==> src/rtl/loader_pkg.sv <==
// Shared definitions for the instruction RAM loader: FSM state encoding and word width.
package loader_pkg;

    // Width of one instruction / stream word.
    localparam int unsigned INSTR_W = 16;

    // Loader FSM states; encodings are fixed so they can be matched in traces.
    typedef enum logic [2:0] {
        IDLE    = 3'd0,
        HDR     = 3'd1,
        LEN     = 3'd2,
        DATA    = 3'd3,
        RELEASE = 3'd4,
        DONE    = 3'd5,
        ERR     = 3'd6
    } state_e;

    // States in which the loader accepts stream words.
    function automatic logic state_accepts(input state_e s);
        return (s == HDR) || (s == LEN) || (s == DATA);
    endfunction

endpackage

==> src/rtl/instr_ram8_loader_if.sv <==
// Loader bus: host stream in, instruction RAM write port and core control out.
interface instr_ram8_loader_if #(
    parameter int unsigned NUM_PORTS = 4,
    parameter int unsigned AW        = 16
);
    import loader_pkg::*;

    // Host side.
    logic                    load_start;
    logic                    in_valid;
    logic [INSTR_W-1:0]      in_data;
    logic                    in_ready;

    // Instruction RAM write port.
    logic                    mem_we;
    logic [AW-1:0]           mem_addr;
    logic [INSTR_W-1:0]      mem_wdata;

    // Core control and status.
    logic                    core_hold;
    logic [NUM_PORTS*AW-1:0] start_addr;
    logic                    busy;
    logic                    done;
    logic                    error;

    // Host / observer side: issues the stream, watches RAM writes and status.
    modport master (
        output load_start, in_valid, in_data,
        input  in_ready, mem_we, mem_addr, mem_wdata,
        input  core_hold, start_addr, busy, done, error
    );

    // Loader side.
    modport slave (
        input  load_start, in_valid, in_data,
        output in_ready, mem_we, mem_addr, mem_wdata,
        output core_hold, start_addr, busy, done, error
    );

endinterface

==> src/rtl/loader_wr_stage.sv <==
// One-cycle register stage between the loader FSM and the instruction RAM write port.
module loader_wr_stage
    import loader_pkg::*;
#(
    parameter int unsigned AW = 16
) (
    input  logic               clk,
    input  logic               reset,
    input  logic               i_we,
    input  logic [AW-1:0]      i_addr,
    input  logic [INSTR_W-1:0] i_wdata,
    output logic               o_we,
    output logic [AW-1:0]      o_addr,
    output logic [INSTR_W-1:0] o_wdata
);

    logic               r_we;
    logic [AW-1:0]      r_addr;
    logic [INSTR_W-1:0] r_wdata;

    // Register the write strobe, address and data; reset clears the port to idle.
    always_ff @(posedge clk) begin
        if (reset) begin
            r_we    <= 1'b0;
            r_addr  <= '0;
            r_wdata <= '0;
        end else begin
            r_we    <= i_we;
            r_addr  <= i_addr;
            r_wdata <= i_wdata;
        end
    end

    assign o_we    = r_we;
    assign o_addr  = r_addr;
    assign o_wdata = r_wdata;

endmodule

==> src/rtl/instr_ram8_loader.sv <==
// Instruction RAM loader: takes a header (per-core start addresses, then image length)
// followed by the program image, writes the image into RAM and releases the cores.
module instr_ram8_loader
    import loader_pkg::*;
#(
    parameter int unsigned NUM_PORTS = 4,
    parameter int unsigned DEPTH     = 64,
    parameter int unsigned AW        = 16
) (
    input  logic               clk,
    input  logic               reset,
    instr_ram8_loader_if.slave bus
);

    localparam int unsigned PW = (DEPTH > 1) ? $clog2(DEPTH) : 1;
    localparam int unsigned RW = $clog2(DEPTH + 1);
    localparam int unsigned HW = (NUM_PORTS > 1) ? $clog2(NUM_PORTS) : 1;

    localparam logic [INSTR_W-1:0] DEPTH_W   = INSTR_W'(DEPTH);
    localparam logic [HW-1:0]      HDR_LAST  = HW'(NUM_PORTS - 1);

    // State and counters.
    state_e                          r_state;
    state_e                          w_state_nxt;
    logic [HW-1:0]                   r_hdr_cnt;
    logic [HW-1:0]                   w_hdr_cnt_nxt;
    logic [PW-1:0]                   r_wr_ptr;
    logic [PW-1:0]                   w_wr_ptr_nxt;
    logic [RW-1:0]                   r_remain;
    logic [RW-1:0]                   w_remain_nxt;
    logic [RW-1:0]                   r_len;
    logic [RW-1:0]                   w_len_nxt;
    logic [NUM_PORTS-1:0][AW-1:0]    r_start_addr;
    logic [NUM_PORTS-1:0][AW-1:0]    w_start_addr_nxt;

    // Handshake and decode.
    logic                            w_in_ready;
    logic                            w_accept;
    logic                            w_len_ok;
    logic                            w_addr_bad;

    // Unregistered write request fed to the write stage.
    logic                            w_we;
    logic [AW-1:0]                   w_addr;

    assign w_in_ready = state_accepts(r_state);
    assign w_accept   = bus.in_valid & w_in_ready;
    assign w_len_ok   = (bus.in_data != '0) && (bus.in_data <= DEPTH_W);
    assign w_addr     = AW'(r_wr_ptr);

    // Flag any start address that would point past the loaded image.
    always_comb begin
        w_addr_bad = 1'b0;
        for (int k = 0; k < NUM_PORTS; k++) begin
            if (r_start_addr[k] >= AW'(r_len)) begin
                w_addr_bad = 1'b1;
            end
        end
    end

    // Next-state logic for the FSM, counters and start-address registers.
    always_comb begin
        w_state_nxt      = r_state;
        w_hdr_cnt_nxt    = r_hdr_cnt;
        w_wr_ptr_nxt     = r_wr_ptr;
        w_remain_nxt     = r_remain;
        w_len_nxt        = r_len;
        w_start_addr_nxt = r_start_addr;
        w_we             = 1'b0;

        unique case (r_state)
            IDLE, DONE, ERR: begin
                if (bus.load_start) begin
                    w_state_nxt   = HDR;
                    w_hdr_cnt_nxt = '0;
                end
            end
            HDR: begin
                if (w_accept) begin
                    w_start_addr_nxt[r_hdr_cnt] = AW'(bus.in_data);
                    w_hdr_cnt_nxt               = r_hdr_cnt + 1'b1;
                    if (r_hdr_cnt == HDR_LAST) begin
                        w_state_nxt = LEN;
                    end
                end
            end
            LEN: begin
                if (w_accept) begin
                    if (!w_len_ok) begin
                        w_state_nxt = ERR;
                    end else begin
                        w_wr_ptr_nxt = '0;
                        w_remain_nxt = RW'(bus.in_data);
                        w_len_nxt    = RW'(bus.in_data);
                        w_state_nxt  = DATA;
                    end
                end
            end
            DATA: begin
                if (w_accept) begin
                    w_we = 1'b1;
                    if (r_remain == RW'(1)) begin
                        // Last word: pointer stays put so it never walks past DEPTH-1.
                        w_remain_nxt = '0;
                        w_state_nxt  = w_addr_bad ? ERR : RELEASE;
                    end else begin
                        w_wr_ptr_nxt = r_wr_ptr + 1'b1;
                        w_remain_nxt = r_remain - 1'b1;
                    end
                end
            end
            RELEASE: begin
                // Lets the final RAM write land before the cores start fetching.
                w_state_nxt = DONE;
            end
            default: begin
                w_state_nxt = IDLE;
            end
        endcase
    end

    // State register with synchronous reset; RAM contents are not touched by reset.
    always_ff @(posedge clk) begin
        if (reset) begin
            r_state      <= IDLE;
            r_hdr_cnt    <= '0;
            r_wr_ptr     <= '0;
            r_remain     <= '0;
            r_len        <= '0;
            r_start_addr <= '0;
        end else begin
            r_state      <= w_state_nxt;
            r_hdr_cnt    <= w_hdr_cnt_nxt;
            r_wr_ptr     <= w_wr_ptr_nxt;
            r_remain     <= w_remain_nxt;
            r_len        <= w_len_nxt;
            r_start_addr <= w_start_addr_nxt;
        end
    end

    loader_wr_stage #(
        .AW (AW)
    ) u_wr_stage (
        .clk     (clk),
        .reset   (reset),
        .i_we    (w_we),
        .i_addr  (w_addr),
        .i_wdata (bus.in_data),
        .o_we    (bus.mem_we),
        .o_addr  (bus.mem_addr),
        .o_wdata (bus.mem_wdata)
    );

    assign bus.in_ready   = w_in_ready;
    assign bus.busy       = w_in_ready;
    assign bus.done       = (r_state == DONE);
    assign bus.error      = (r_state == ERR);
    // Cores run only once the image is complete; every other state keeps them halted.
    assign bus.core_hold  = (r_state != DONE);
    assign bus.start_addr = r_start_addr;

endmodule

==> src/flat_wrapper.sv <==
// flat-port wrapper written by rule: the top's interface ports become plain ports
module instr_ram8_loader_flat import loader_pkg::*;
#(
    parameter int unsigned NUM_PORTS = 4,
    parameter int unsigned DEPTH     = 64,
    parameter int unsigned AW        = 16
)
  (clk, reset, bus_load_start, bus_in_valid, bus_in_data, bus_in_ready, bus_mem_we, bus_mem_addr, bus_mem_wdata, bus_core_hold, bus_start_addr, bus_busy, bus_done, bus_error);
  instr_ram8_loader_if #(.NUM_PORTS(NUM_PORTS), .AW(AW)) bus_i ();
  input  logic clk;
  input  logic reset;
  input wire logic [$bits(bus_i.load_start)-1:0] bus_load_start;
  input wire logic [$bits(bus_i.in_valid)-1:0] bus_in_valid;
  input wire logic [$bits(bus_i.in_data)-1:0] bus_in_data;
  output wire logic [$bits(bus_i.in_ready)-1:0] bus_in_ready;
  output wire logic [$bits(bus_i.mem_we)-1:0] bus_mem_we;
  output wire logic [$bits(bus_i.mem_addr)-1:0] bus_mem_addr;
  output wire logic [$bits(bus_i.mem_wdata)-1:0] bus_mem_wdata;
  output wire logic [$bits(bus_i.core_hold)-1:0] bus_core_hold;
  output wire logic [$bits(bus_i.start_addr)-1:0] bus_start_addr;
  output wire logic [$bits(bus_i.busy)-1:0] bus_busy;
  output wire logic [$bits(bus_i.done)-1:0] bus_done;
  output wire logic [$bits(bus_i.error)-1:0] bus_error;
  assign bus_i.load_start = bus_load_start;
  assign bus_i.in_valid = bus_in_valid;
  assign bus_i.in_data = bus_in_data;
  assign bus_in_ready = bus_i.in_ready;
  assign bus_mem_we = bus_i.mem_we;
  assign bus_mem_addr = bus_i.mem_addr;
  assign bus_mem_wdata = bus_i.mem_wdata;
  assign bus_core_hold = bus_i.core_hold;
  assign bus_start_addr = bus_i.start_addr;
  assign bus_busy = bus_i.busy;
  assign bus_done = bus_i.done;
  assign bus_error = bus_i.error;
  instr_ram8_loader #(.NUM_PORTS(NUM_PORTS), .DEPTH(DEPTH), .AW(AW)) u_core (.clk(clk), .reset(reset), .bus(bus_i));
endmodule
==> config.mk <==
export PLATFORM = sky130hd
export DESIGN_NAME = instr_ram8_loader_flat
export DESIGN_NICKNAME = d
export VERILOG_FILES = /design/src/rtl/loader_pkg.sv /design/src/rtl/instr_ram8_loader_if.sv /design/src/rtl/loader_wr_stage.sv /design/src/rtl/instr_ram8_loader.sv /design/src/flat_wrapper.sv
export SDC_FILE = /design/constraint.sdc
export NUM_CORES = 1
export LEC_CHECK = 0
export CAP_MARGIN = 10
export CORE_MARGIN = 3
export CORE_UTILIZATION = 54
export DETAILED_ROUTE_END_ITERATION = 8
export GPL_TIMING_DRIVEN = 0
export PLACE_DENSITY = 0.86
export SYNTH_ARGS = -nofsm -noshare
export SYNTH_HDL_FRONTEND = slang
export SYNTH_SLANG_ARGS = --single-unit
==> constraint.sdc <==
create_clock -name clk -period 4.4 [get_ports clk]
set_clock_uncertainty 0.05 [all_clocks]
set_input_delay 0.66 -clock clk [delete_from_list [all_inputs] [get_ports clk]]
set_output_delay 0.66 -clock clk [all_outputs]
set_load 0.01 [all_outputs]
Yosys cells after proc, flatten, opt, wreduce, memory -nomap -nowiden
Index checks and enable logic that the tools add are counted.

operators by class
  add/subtract/negate cells = 3
  bitwise operators = 2
  equality and inequality tests = 17
  magnitude comparators = 7
  muxes and demuxes = 30
  reduce and logical (&&, ||, !) cells = 16

operators with widths
  cell                                                              number
  bitwise mux 64 bit                                                1
  >= comparator 16 x 7 -> 1 bit                                     4
  demux 16 bit (select 2 bit)                                       1
  two-way mux 7 bit                                                 4
  two-way mux 6 bit                                                 4
  two-way mux 3 bit                                                 7
  less-or-equal comparator 16 x 7 -> 1 bit (second input constant)  1
  two-way mux 16 bit                                                1
  nonzero test 16 bit                                               1
  one-hot mux 3 bit (5 select lines)                                1
  one-hot mux 7 bit (2 select lines)                                1
  one-hot mux 6 bit (2 select lines)                                1
  equality test 3 bit (second input constant)                       3
  != test 2 x 1 -> 1 bit (second input constant)                    4
  != test 2 bit (second input constant)                             4
  equality test 7 x 1 -> 1 bit (second input constant)              1
  subtractor 7 x 1 -> 7 bit (second input constant)                 1
  adder 6 x 1 -> 6 bit (second input constant)                      1
  equality test 3 x 2 -> 1 bit (second input constant)              2
  two-way mux 2 bit                                                 3
  AND reduction 3 bit                                               2
  AND reduction 6 bit                                               1
  two-way mux 1 bit                                                 5
  AND reduction 5 bit                                               1
  other kinds (17)                                                  20

word-level totals
  register bits after elaboration = 122
  input bits = 20
  word-level logic and storage cells = 88

Depth between registers and ports, before layout
Gate-level depths: netlist of run 1.

  depth in word-level cells = 9
  mapped depth = 8
  gate-level depth less buffers = 8

Modules after synthesis
Synthesis of run 1 repeated with hierarchy kept, for this count alone.

second synthesis, totals
  cell total of the unflattened synthesis = 623
  area total of the unflattened synthesis = 5,281.3 sq um

by module, submodules not included
  module             area each (sq um)  seq. area each (sq um)  times used  cells an instance
  instr_ram8_loader  4,391.7            1,781.7                 1           554
  loader_wr_stage    889.6              660.6                   1           69

Worst setup path after synthesis of run 1
OpenSTA, ideal clock, no wires.

  kind = input to register
  start point = input port bus_in_data[0]
  end point = register u_core.r_remain[4]
  setup slack = 1,887 ps
  cell stages on the path = 7
  arrival = 2,384 ps
  data required time = 4,271 ps
  path through = or4_4 -> o31a_1 -> or3_4 -> a21oi_4 -> buf_6 -> nor2_1 -> a211oi_2

on the way
  word-level cells in the longest chain between the ends = 4

ends and longest elaborated chain
  item                                                                             line                      source
  start: declaration                                                               flat_wrapper.sv:14        input wire logic [$bits(bus_i.in_data)-1:0] bus_in_data;
  less-or-equal comparator 16 x 7 -> 1 bit or nonzero test 16 bit (tied branches)  instr_ram8_loader.sv:48   assign w_len_ok = (bus.in_data != '0) && (bus.in_data <= DEPTH_W);
  logical AND 1 bit (*)                                                            instr_ram8_loader.sv:48
  != test 2 x 1 -> 1 bit (no line) (*)                                             --
  AND reduction 4 bit (no line) (*)                                                --
  end signal: assignment                                                           instr_ram8_loader.sv:135  r_remain <= w_remain_nxt;
  end: declaration                                                                 instr_ram8_loader.sv:29   logic [RW-1:0] r_remain;

Mark *: on every way between the ends. The rest lies on a longest branch, timed or not.
A chain may end at the register's enable or synchronous reset.

Worst setup path in the final report of run 1
  start point = input port bus_in_data[0]
  end point = register u_core.r_wr_ptr[5]

on the way
  word-level cells in the longest chain between the ends = 4

ends and longest elaborated chain
  item                                                                             line                      source
  less-or-equal comparator 16 x 7 -> 1 bit or nonzero test 16 bit (tied branches)  instr_ram8_loader.sv:48
  logical AND 1 bit (*)                                                            instr_ram8_loader.sv:48
  != test 2 x 1 -> 1 bit (no line) (*)                                             --
  AND reduction 5 bit (no line) (*)                                                --
  end signal: assignment                                                           instr_ram8_loader.sv:134  r_wr_ptr <= w_wr_ptr_nxt;
  end: declaration                                                                 instr_ram8_loader.sv:27   logic [PW-1:0] r_wr_ptr;

Marks and branches as above.

==> metrics.txt, run 1 <==
# TYPE chip_impl_metric gauge
chip_impl_info{name="primary_ff_master_synth",value="sky130_fd_sc_hd__dfxtp_1"} 1
chip_impl_metric{name="power_density",unit="nW/um2"} 334.3
chip_impl_metric{name="drt-initial-drc-count",unit=""} 368
chip_impl_info{name="highest-signal-layer",value="met4"} 1
chip_impl_metric{name="dr_wl_met3",unit="um"} 1351
chip_impl_info{name="cts_tree",value="done"} 1
chip_impl_metric{name="slew-limit-headroom",unit=""} 0.5319
chip_impl_metric{name="critical_path.max_fanout",unit=""} 10
chip_impl_metric{name="final_hold_viol_count",unit=""} 0
chip_impl_info{name="worst-setup-path-type",value="primary input to flop"} 1
chip_impl_metric{name="core.rowCount",unit=""} 34
chip_impl_metric{name="postRouteAntennaNets",unit=""} 0
chip_impl_info{name="setup_repair_after_global_routing_missed_its_margin",value="false"} 1
chip_impl_metric{name="die_x",unit="um"} 102.9
chip_impl_metric{name="routed_wl_met2",unit="um"} 7160
chip_impl_metric{name="wire_length_on_met1",unit="um"} 6122
chip_impl_metric{name="port-buffer-count",unit=""} 106
chip_impl_metric{name="die_h",unit="um"} 102.9
chip_impl_metric{name="finalPower",unit="W"} 0.002166
chip_impl_info{name="endpoint_class_of_the_critical_path",value="flop"} 1
chip_impl_metric{name="drt_wl_total",unit="um"} 14930
chip_impl_metric{name="clk_transition_reported_paths",unit="ps"} 110
chip_impl_metric{name="routed-via-count",unit=""} 4901
chip_impl_info{name="worstPathCellList",value="clkdlybuf4s50_1 -> or4_4 -> o31a_1 -> nor4_1 -> buf_4 -> o2111ai_1 -> xor2_1 -> nor2_1"} 1
chip_impl_metric{name="r2r_slack",unit="ps"} 1920
chip_impl_metric{name="cts_sinks",unit=""} 112
chip_impl_info{name="critPathTopFamily",value="simple AND/OR/NAND/NOR gates"} 1
chip_impl_metric{name="rr_worst_depth",unit=""} 7
chip_impl_metric{name="arrival",unit="ps"} 3400
chip_impl_info{name="critical-path-slowest-cell",value="sky130_fd_sc_hd__clkdlybuf4s50_1"} 1
chip_impl_metric{name="routabilityCongestion",unit=""} 0.9262
chip_impl_info{name="setup.worst_path.start",value="bus_in_data[0]"} 1
chip_impl_metric{name="antenna_found_initial",unit=""} 0
chip_impl_info{name="root_cell_of_the_clock_tree",value="sky130_fd_sc_hd__clkbuf_8"} 1
chip_impl_info{name="most-common-layout-cells",value="144 x sky130_fd_sc_hd__nand2_1, 112 x sky130_fd_sc_hd__dfxtp_1, 106 x sky130_fd_sc_hd__clkdlybuf4s50_1"} 1
chip_impl_metric{name="critPathRequiredTime",unit="ps"} 4610
chip_impl_metric{name="synth_enable_flop_cells",unit=""} 0
chip_impl_info{name="most_common_library_cell_in_the_layout_ignoring_fill_and_taps",value="sky130_fd_sc_hd__nand2_1"} 1
chip_impl_metric{name="fp.coreArea",unit="um2"} 8934
chip_impl_metric{name="max_stage_delay",unit="ps"} 650
chip_impl_metric{name="grt.total_usage",unit=""} 0.2826
chip_impl_metric{name="vias_per_cell",unit=""} 5.759
chip_impl_metric{name="drv.max_cap_violation_count",unit=""} 0
chip_impl_metric{name="ioPinCount",unit=""} 122
chip_impl_metric{name="layout-area-overhead-vs-synth",unit="%"} 27.76
chip_impl_metric{name="p_leak",unit="nW"} 2.325
chip_impl_metric{name="number_of_stages_on_the_worst_hold_path",unit=""} 2
chip_impl_metric{name="worst_slew_pin_slew",unit="ps"} 702.1
chip_impl_metric{name="clk-insertion-delay-late",unit="ps"} 390
chip_impl_metric{name="final_layout_size_suffix_gt1_frac",unit=""} 0.05114
chip_impl_info{name="result_of_the_run",value="completed"} 1
chip_impl_metric{name="syn_inst",unit=""} 612
chip_impl_metric{name="pre_cts_slack",unit="ps"} 888.5
chip_impl_metric{name="timing.final.crit_share",unit=""} 0.7244
chip_impl_metric{name="grt_max_degree",unit=""} 20
chip_impl_metric{name="grt_pass1_vias",unit=""} 4614
chip_impl_metric{name="drc_markers",unit=""} 0
chip_impl_metric{name="cts_buffer_depth",unit=""} 2
chip_impl_metric{name="cts_inserted_buffers",unit=""} 9
chip_impl_metric{name="wl_per_cell",unit="um"} 17.55
chip_impl_metric{name="fp.dieArea",unit="um2"} 10590
chip_impl_metric{name="holdBufCountCts",unit=""} 0
chip_impl_metric{name="vdd_drop_max",unit="V"} 0.0001988
chip_impl_metric{name="finish.net_count",unit=""} 793
chip_impl_info{name="critical_path.endpoint",value="u_core.r_wr_ptr[5]"} 1
chip_impl_metric{name="global_route_wire_length_before_repair",unit="um"} 23040
chip_impl_metric{name="number_of_cells_on_the_critical_path",unit=""} 8
chip_impl_metric{name="min_tclk_post_route",unit="ps"} 3187
chip_impl_metric{name="setup_slack",unit="ps"} 1213
chip_impl_metric{name="place_hpwl",unit="um"} 11070
chip_impl_metric{name="post_synth_num_cell_types",unit=""} 42
chip_impl_metric{name="critical_path.n_buffers_inverters",unit=""} 2
chip_impl_metric{name="initial_utilization",unit=""} 0.5676
chip_impl_metric{name="ctsResizeCount",unit=""} 0
chip_impl_metric{name="slew_viol_final",unit=""} 0
chip_impl_metric{name="post_cts.repair.setup_buffers",unit=""} 0
chip_impl_metric{name="setup_tns",unit="ps"} 0
chip_impl_metric{name="filler_cell_count",unit=""} 710
chip_impl_info{name="rr_endpoint",value="u_core.bus.start_addr[28]"} 1
chip_impl_metric{name="ys_seq_area_frac",unit=""} 0.4421
chip_impl_metric{name="syn_area",unit="um2"} 5071
chip_impl_metric{name="asyncSetResetFlopFracSynth",unit=""} 0
chip_impl_metric{name="first_pass_iters",unit=""} 6
chip_impl_info{name="hold_path_class",value="flop to flop"} 1
chip_impl_info{name="reg2reg_from",value="u_core.r_state[1]"} 1
chip_impl_info{name="setup_crit_start_kind",value="primary input"} 1
chip_impl_metric{name="max_freq",unit="GHz"} 0.3138
chip_impl_metric{name="diodes",unit=""} 0
chip_impl_metric{name="postSynthAreaPerCell",unit="um2"} 8.286
chip_impl_metric{name="finalSetupViolations",unit=""} 0
chip_impl_metric{name="synth-warning-count",unit=""} 0
chip_impl_metric{name="htree_num_levels",unit=""} 3
chip_impl_metric{name="grt_overflow_total",unit=""} 0
chip_impl_metric{name="synth_seq_cells",unit=""} 112
==> worst min-delay path, delay by kind of cell (launching register included) <==
family          cells  cell delay [ps]
flops               1              340
compound gates      1               50
simple gates        1               60
==> layout make-up <==
class	instances	area (um2)	area share
Inverter	18	67.56	0.01043
Timing Repair Buffer	106	1061	0.1638
Clock buffer	10	127.6	0.01970
Multi-Input combinational cell	446	2572	0.3971
Tap cell	108	135.1	0.02086
Clock inverter	6	50.05	0.007725
Sequential cell	112	2242	0.3461
Buffer	45	222.7	0.03438
==> per-layer routing <==
layer / global-route usage / vias up
met5: 0 / -
met4: 0.07570 / 0
met3: 0.04465 / 28
met2: 0.4756 / 259
met1: 0.3786 / 2307
li1: - / 2307
==> cells by family (layout without fill, tap and decap cells) <==
kind of cell | count (synthesis) | count (layout) | synth area share
AO/OA/AOI/OAI | 117 | 117 | 0.1357
XOR/XNOR | 6 | 6 | 0.01036
adder cells (fa/ha/maj) | 35 | 35 | 0.08636
buffers and inverters | 63 | 185 | 0.05724
flip-flops | 112 | 112 | 0.4421
multiplexers | 11 | 11 | 0.02171
other | 1 | 10 | 0.0007395
AND/OR/NAND/NOR | 267 | 267 | 0.2457
==> sequential cells by signal, indices dropped and copies added (netlist names) <==
signal                     flops
u_core.r_wr_ptr                6
u_core.u_wr_stage.o_addr       6
u_core.r_remain                7
u_core.r_state                 3
u_core.bus.start_addr         64
u_core.r_len                   7
u_core.u_wr_stage.o_we         1
u_core.r_hdr_cnt               2
u_core.u_wr_stage.o_wdata     16
==> worst min-delay path by stage <==
| stage | from | end | slack (ps) |
|---|---|---|---|
| final | u_core.bus.start_addr[24] | u_core.bus.start_addr[24] | 430 |
| after global placement | u_core.bus.start_addr[8] | u_core.bus.start_addr[8] | 410 |
| after CTS | u_core.bus.start_addr[31] | u_core.bus.start_addr[31] | 430 |
| after global routing | u_core.r_wr_ptr[5] | u_core.u_wr_stage.o_addr[5] | 460 |
| after detailed placement | u_core.bus.start_addr[31] | u_core.bus.start_addr[31] | 410 |
| after floorplan | u_core.r_wr_ptr[5] | u_core.u_wr_stage.o_addr[5] | 410 |
==> cell usage after synthesis, types with 5 or more instances <==
library cell               count  area (um2)
sky130_fd_sc_hd__nor2_1       32       120.1
sky130_fd_sc_hd__nand3_1       5       25.02
sky130_fd_sc_hd__clkbuf_1     31       116.4
sky130_fd_sc_hd__dfxtp_1     112        2242
sky130_fd_sc_hd__buf_4        12       90.09
sky130_fd_sc_hd__mux2i_1      11       110.1
sky130_fd_sc_hd__nand2_1     144       540.5
sky130_fd_sc_hd__nor4_1       13       81.33
sky130_fd_sc_hd__inv_1        18       67.56
sky130_fd_sc_hd__and3_1        6       37.54
sky130_fd_sc_hd__xor2_1        5       43.79
sky130_fd_sc_hd__nand4_1       7       43.79
sky130_fd_sc_hd__nor3_1        7       35.03
sky130_fd_sc_hd__o21ai_0       9       45.04
sky130_fd_sc_hd__a21oi_1      81       405.4
sky130_fd_sc_hd__nor2b_1      32       200.2
sky130_fd_sc_hd__ha_1         35       437.9
sky130_fd_sc_hd__a22oi_1       6       45.04
==> through the flow <==
stage                     utilization  hold slack (ps)  std cells  cell area [um2]
after floorplan                     -            408.0        621             5105
after global placement         0.7053            410.5        835             6301
after detailed placement       0.7053            414.9        835             6301
after CTS                      0.7252            431.3        851             6479
after global routing           0.7252            456.5        851             6479
final                          0.7252            431.1        851             6479
==> report_power, final <==
part           switching, W  internal [W]  total [W]
logic              0.000284      0.000213   0.000497
clock network      0.000368      0.000215   0.000583
registers         0.0000306       0.00106    0.00109
total              0.000682       0.00148    0.00217
(Power assumes the default switching activity.)
==> run 2: changes to the inputs <==
Settings changed: CORE_UTILIZATION 54 to 50, PLACE_DENSITY 0.86 to 0.8.
Clock period 4.4 ns to 3 ns, I/O delays scaled along.
==> run 2 against run 1 <==
  * Register-to-register slack lost 1400 ps
  * Critical path depth is the same
  * Largest cell class unchanged
  * Via count shrank 0.63%
  * Design area grew 0.75%
  * Wire length shrank 2.4%
  * Power grew 49%
  * Non-clock buffer count is the same
  * Combinational power grew 46%
  * Global-route usage shrank 2.4 points
  * Clock power grew 57%
  * Sequential cell count is the same
  * First-iteration DRC count shrank 14%
==> metrics.txt, run 2 (synthesized netlist as in run 1, its figures left out) <==
# TYPE chip_impl_metric gauge
chip_impl_metric{name="initial_utilization",unit=""} 0.5164
chip_impl_metric{name="power_density",unit="nW/um2"} 495.6
chip_impl_metric{name="cts_sinks",unit=""} 112
chip_impl_metric{name="largest_register_ff_count",unit=""} 64
chip_impl_metric{name="arrival",unit="ps"} 3100
chip_impl_metric{name="drt_wl_total",unit="um"} 14570
chip_impl_info{name="setup_repair_after_global_routing_missed_its_margin",value="false"} 1
chip_impl_info{name="worst-setup-path-type",value="primary input to flop"} 1
chip_impl_info{name="hold_path_class",value="flop to flop"} 1
chip_impl_info{name="root_cell_of_the_clock_tree",value="sky130_fd_sc_hd__clkbuf_8"} 1
chip_impl_metric{name="fp.coreArea",unit="um2"} 9819
chip_impl_metric{name="slew_viol_final",unit=""} 0
chip_impl_metric{name="drc_markers",unit=""} 0
chip_impl_metric{name="vias_per_cell",unit=""} 5.559
chip_impl_metric{name="cts_buffer_depth",unit=""} 2
chip_impl_metric{name="number_of_stages_on_the_worst_hold_path",unit=""} 2
chip_impl_metric{name="htree_num_levels",unit=""} 3
chip_impl_metric{name="timing.final.crit_share",unit=""} 0.9539
chip_impl_metric{name="routed-via-count",unit=""} 4870
chip_impl_info{name="result_of_the_run",value="completed"} 1
chip_impl_metric{name="first_pass_iters",unit=""} 5
chip_impl_metric{name="antenna_found_initial",unit=""} 0
chip_impl_info{name="setup_crit_start_kind",value="primary input"} 1
chip_impl_metric{name="fp.dieArea",unit="um2"} 11390
chip_impl_metric{name="placedInstanceArea",unit="um2"} 6332
chip_impl_metric{name="drt-initial-drc-count",unit=""} 315
chip_impl_metric{name="finish.net_count",unit=""} 793
chip_impl_metric{name="slew-limit-headroom",unit=""} 0.5063
chip_impl_metric{name="cts_inserted_buffers",unit=""} 9
chip_impl_metric{name="grt.total_usage",unit=""} 0.2583
chip_impl_metric{name="whs",unit="ps"} 432.6
chip_impl_info{name="most_common_library_cell_in_the_layout_ignoring_fill_and_taps",value="sky130_fd_sc_hd__nand2_1"} 1
chip_impl_metric{name="clk-insertion-delay-late",unit="ps"} 370
chip_impl_metric{name="final_hold_viol_count",unit=""} 0
chip_impl_metric{name="holdBufCountCts",unit=""} 0
chip_impl_metric{name="grt_pass1_vias",unit=""} 4764
chip_impl_metric{name="vdd_drop_max",unit="V"} 0.0003006
chip_impl_metric{name="drv.max_cap_violation_count",unit=""} 0
chip_impl_metric{name="ctsResizeCount",unit=""} 0
chip_impl_metric{name="finalSetupViolations",unit=""} 0
chip_impl_metric{name="setup_tns",unit="ps"} 0
chip_impl_metric{name="design_area",unit="um2"} 6528
chip_impl_metric{name="postRouteAntennaNets",unit=""} 0
chip_impl_metric{name="die_h",unit="um"} 106.7
chip_impl_metric{name="port-buffer-count",unit=""} 106
chip_impl_metric{name="worst_slew_pin_slew",unit="ps"} 740.6
chip_impl_metric{name="global_route_wire_length_before_repair",unit="um"} 23470
chip_impl_info{name="endpoint_class_of_the_critical_path",value="flop"} 1
chip_impl_metric{name="p_leak",unit="nW"} 2.329
chip_impl_metric{name="post_cts.repair.setup_buffers",unit=""} 0
chip_impl_metric{name="place_hpwl",unit="um"} 11050
chip_impl_metric{name="grt_overflow_total",unit=""} 0
chip_impl_metric{name="die_x",unit="um"} 106.7
chip_impl_info{name="most-common-layout-cells",value="144 x sky130_fd_sc_hd__nand2_1, 112 x sky130_fd_sc_hd__dfxtp_1, 106 x sky130_fd_sc_hd__clkdlybuf4s50_1"} 1
chip_impl_metric{name="grt_max_degree",unit=""} 19
chip_impl_metric{name="critPathRequiredTime",unit="ps"} 3240
chip_impl_metric{name="clk_transition_reported_paths",unit="ps"} 100
chip_impl_metric{name="rr_worst_depth",unit=""} 7
chip_impl_info{name="cts_tree",value="done"} 1
chip_impl_metric{name="ioPinCount",unit=""} 122
chip_impl_metric{name="max_freq",unit="GHz"} 0.3495
chip_impl_metric{name="core.rowCount",unit=""} 36
chip_impl_metric{name="filler_cell_count",unit=""} 872
chip_impl_metric{name="wl_per_cell",unit="um"} 16.64
chip_impl_metric{name="critical_path.max_fanout",unit=""} 10
chip_impl_metric{name="min_tclk_post_route",unit="ps"} 2862
chip_impl_metric{name="layout-area-overhead-vs-synth",unit="%"} 28.72
chip_impl_metric{name="diodes",unit=""} 0
chip_impl_metric{name="routabilityCongestion",unit=""} 0.9032
chip_impl_metric{name="final_layout_size_suffix_gt1_frac",unit=""} 0.05114
run 2: changes by cell type in the layout (fill, tap and decap cells not counted), sizes merged:
cell      before  now
clkinvlp       1    2
bufinv         0    1
inv           21   19
run 2: routing by layer:
metal / global-route usage / routed length (um) / vias up
li1: - / - / 2309
met1: 0.3201 / 6124 / 2330
met2: 0.4532 / 7166 / 196
met3: 0.04515 / 946 / 35
met4: 0.08676 / 337 / 0
met5: 0 / 0 / -
run 2: final timing paths:
check	end	start	slack, ps
worst max-delay path	u_core.r_remain[4]	bus_in_data[0]	140
worst min-delay path	u_core.bus.start_addr[8]	u_core.bus.start_addr[8]	430
worst max register to register	u_core.bus.start_addr[11]	u_core.r_state[1]	490
worst min register to register	u_core.bus.start_addr[8]	u_core.bus.start_addr[8]	430
run 2: power breakdown:
group | switching (W) | internal (W)
registers | 0.0000447 | 0.00155
logic | 0.000414 | 0.000312
clock network | 0.000525 | 0.000390
run 2: cell type report:
type | instances | area, um2 | area share
Buffer | 45 | 222.7 | 0.03412
Clock buffer | 10 | 127.6 | 0.01955
Clock inverter | 6 | 67.56 | 0.01035
Inverter | 18 | 67.56 | 0.01035
Multi-Input combinational cell | 446 | 2572 | 0.3941
Sequential cell | 112 | 2242 | 0.3435
Tap cell | 133 | 166.4 | 0.02549
Timing Repair Buffer | 106 | 1061 | 0.1625
run 2: worst max-delay path, cell delays in order:
cell and delay, ps:
sky130_fd_sc_hd__clkdlybuf4s50_1 620, sky130_fd_sc_hd__or4_4 640, sky130_fd_sc_hd__o31a_1 270, sky130_fd_sc_hd__or3_4 410, sky130_fd_sc_hd__a21oi_4 230, sky130_fd_sc_hd__buf_6 180
sky130_fd_sc_hd__nor2_1 70, sky130_fd_sc_hd__a211oi_2 230
run 2: per-stage QoR:
stage / util / std cells / setup WS [ps] / total power [W]
final: 0.6648 / 876 / 138.4 / 0.003235
after global routing: 0.6648 / 876 / 30.26 / 0.003374
after CTS: 0.6648 / 876 / 158.1 / 0.003234
after detailed placement: 0.6449 / 860 / -222.1 / 0.002341
after global placement: 0.6449 / 860 / -151.2 / 0.002313
after floorplan: - / 621 / 697.1 / 0.002058
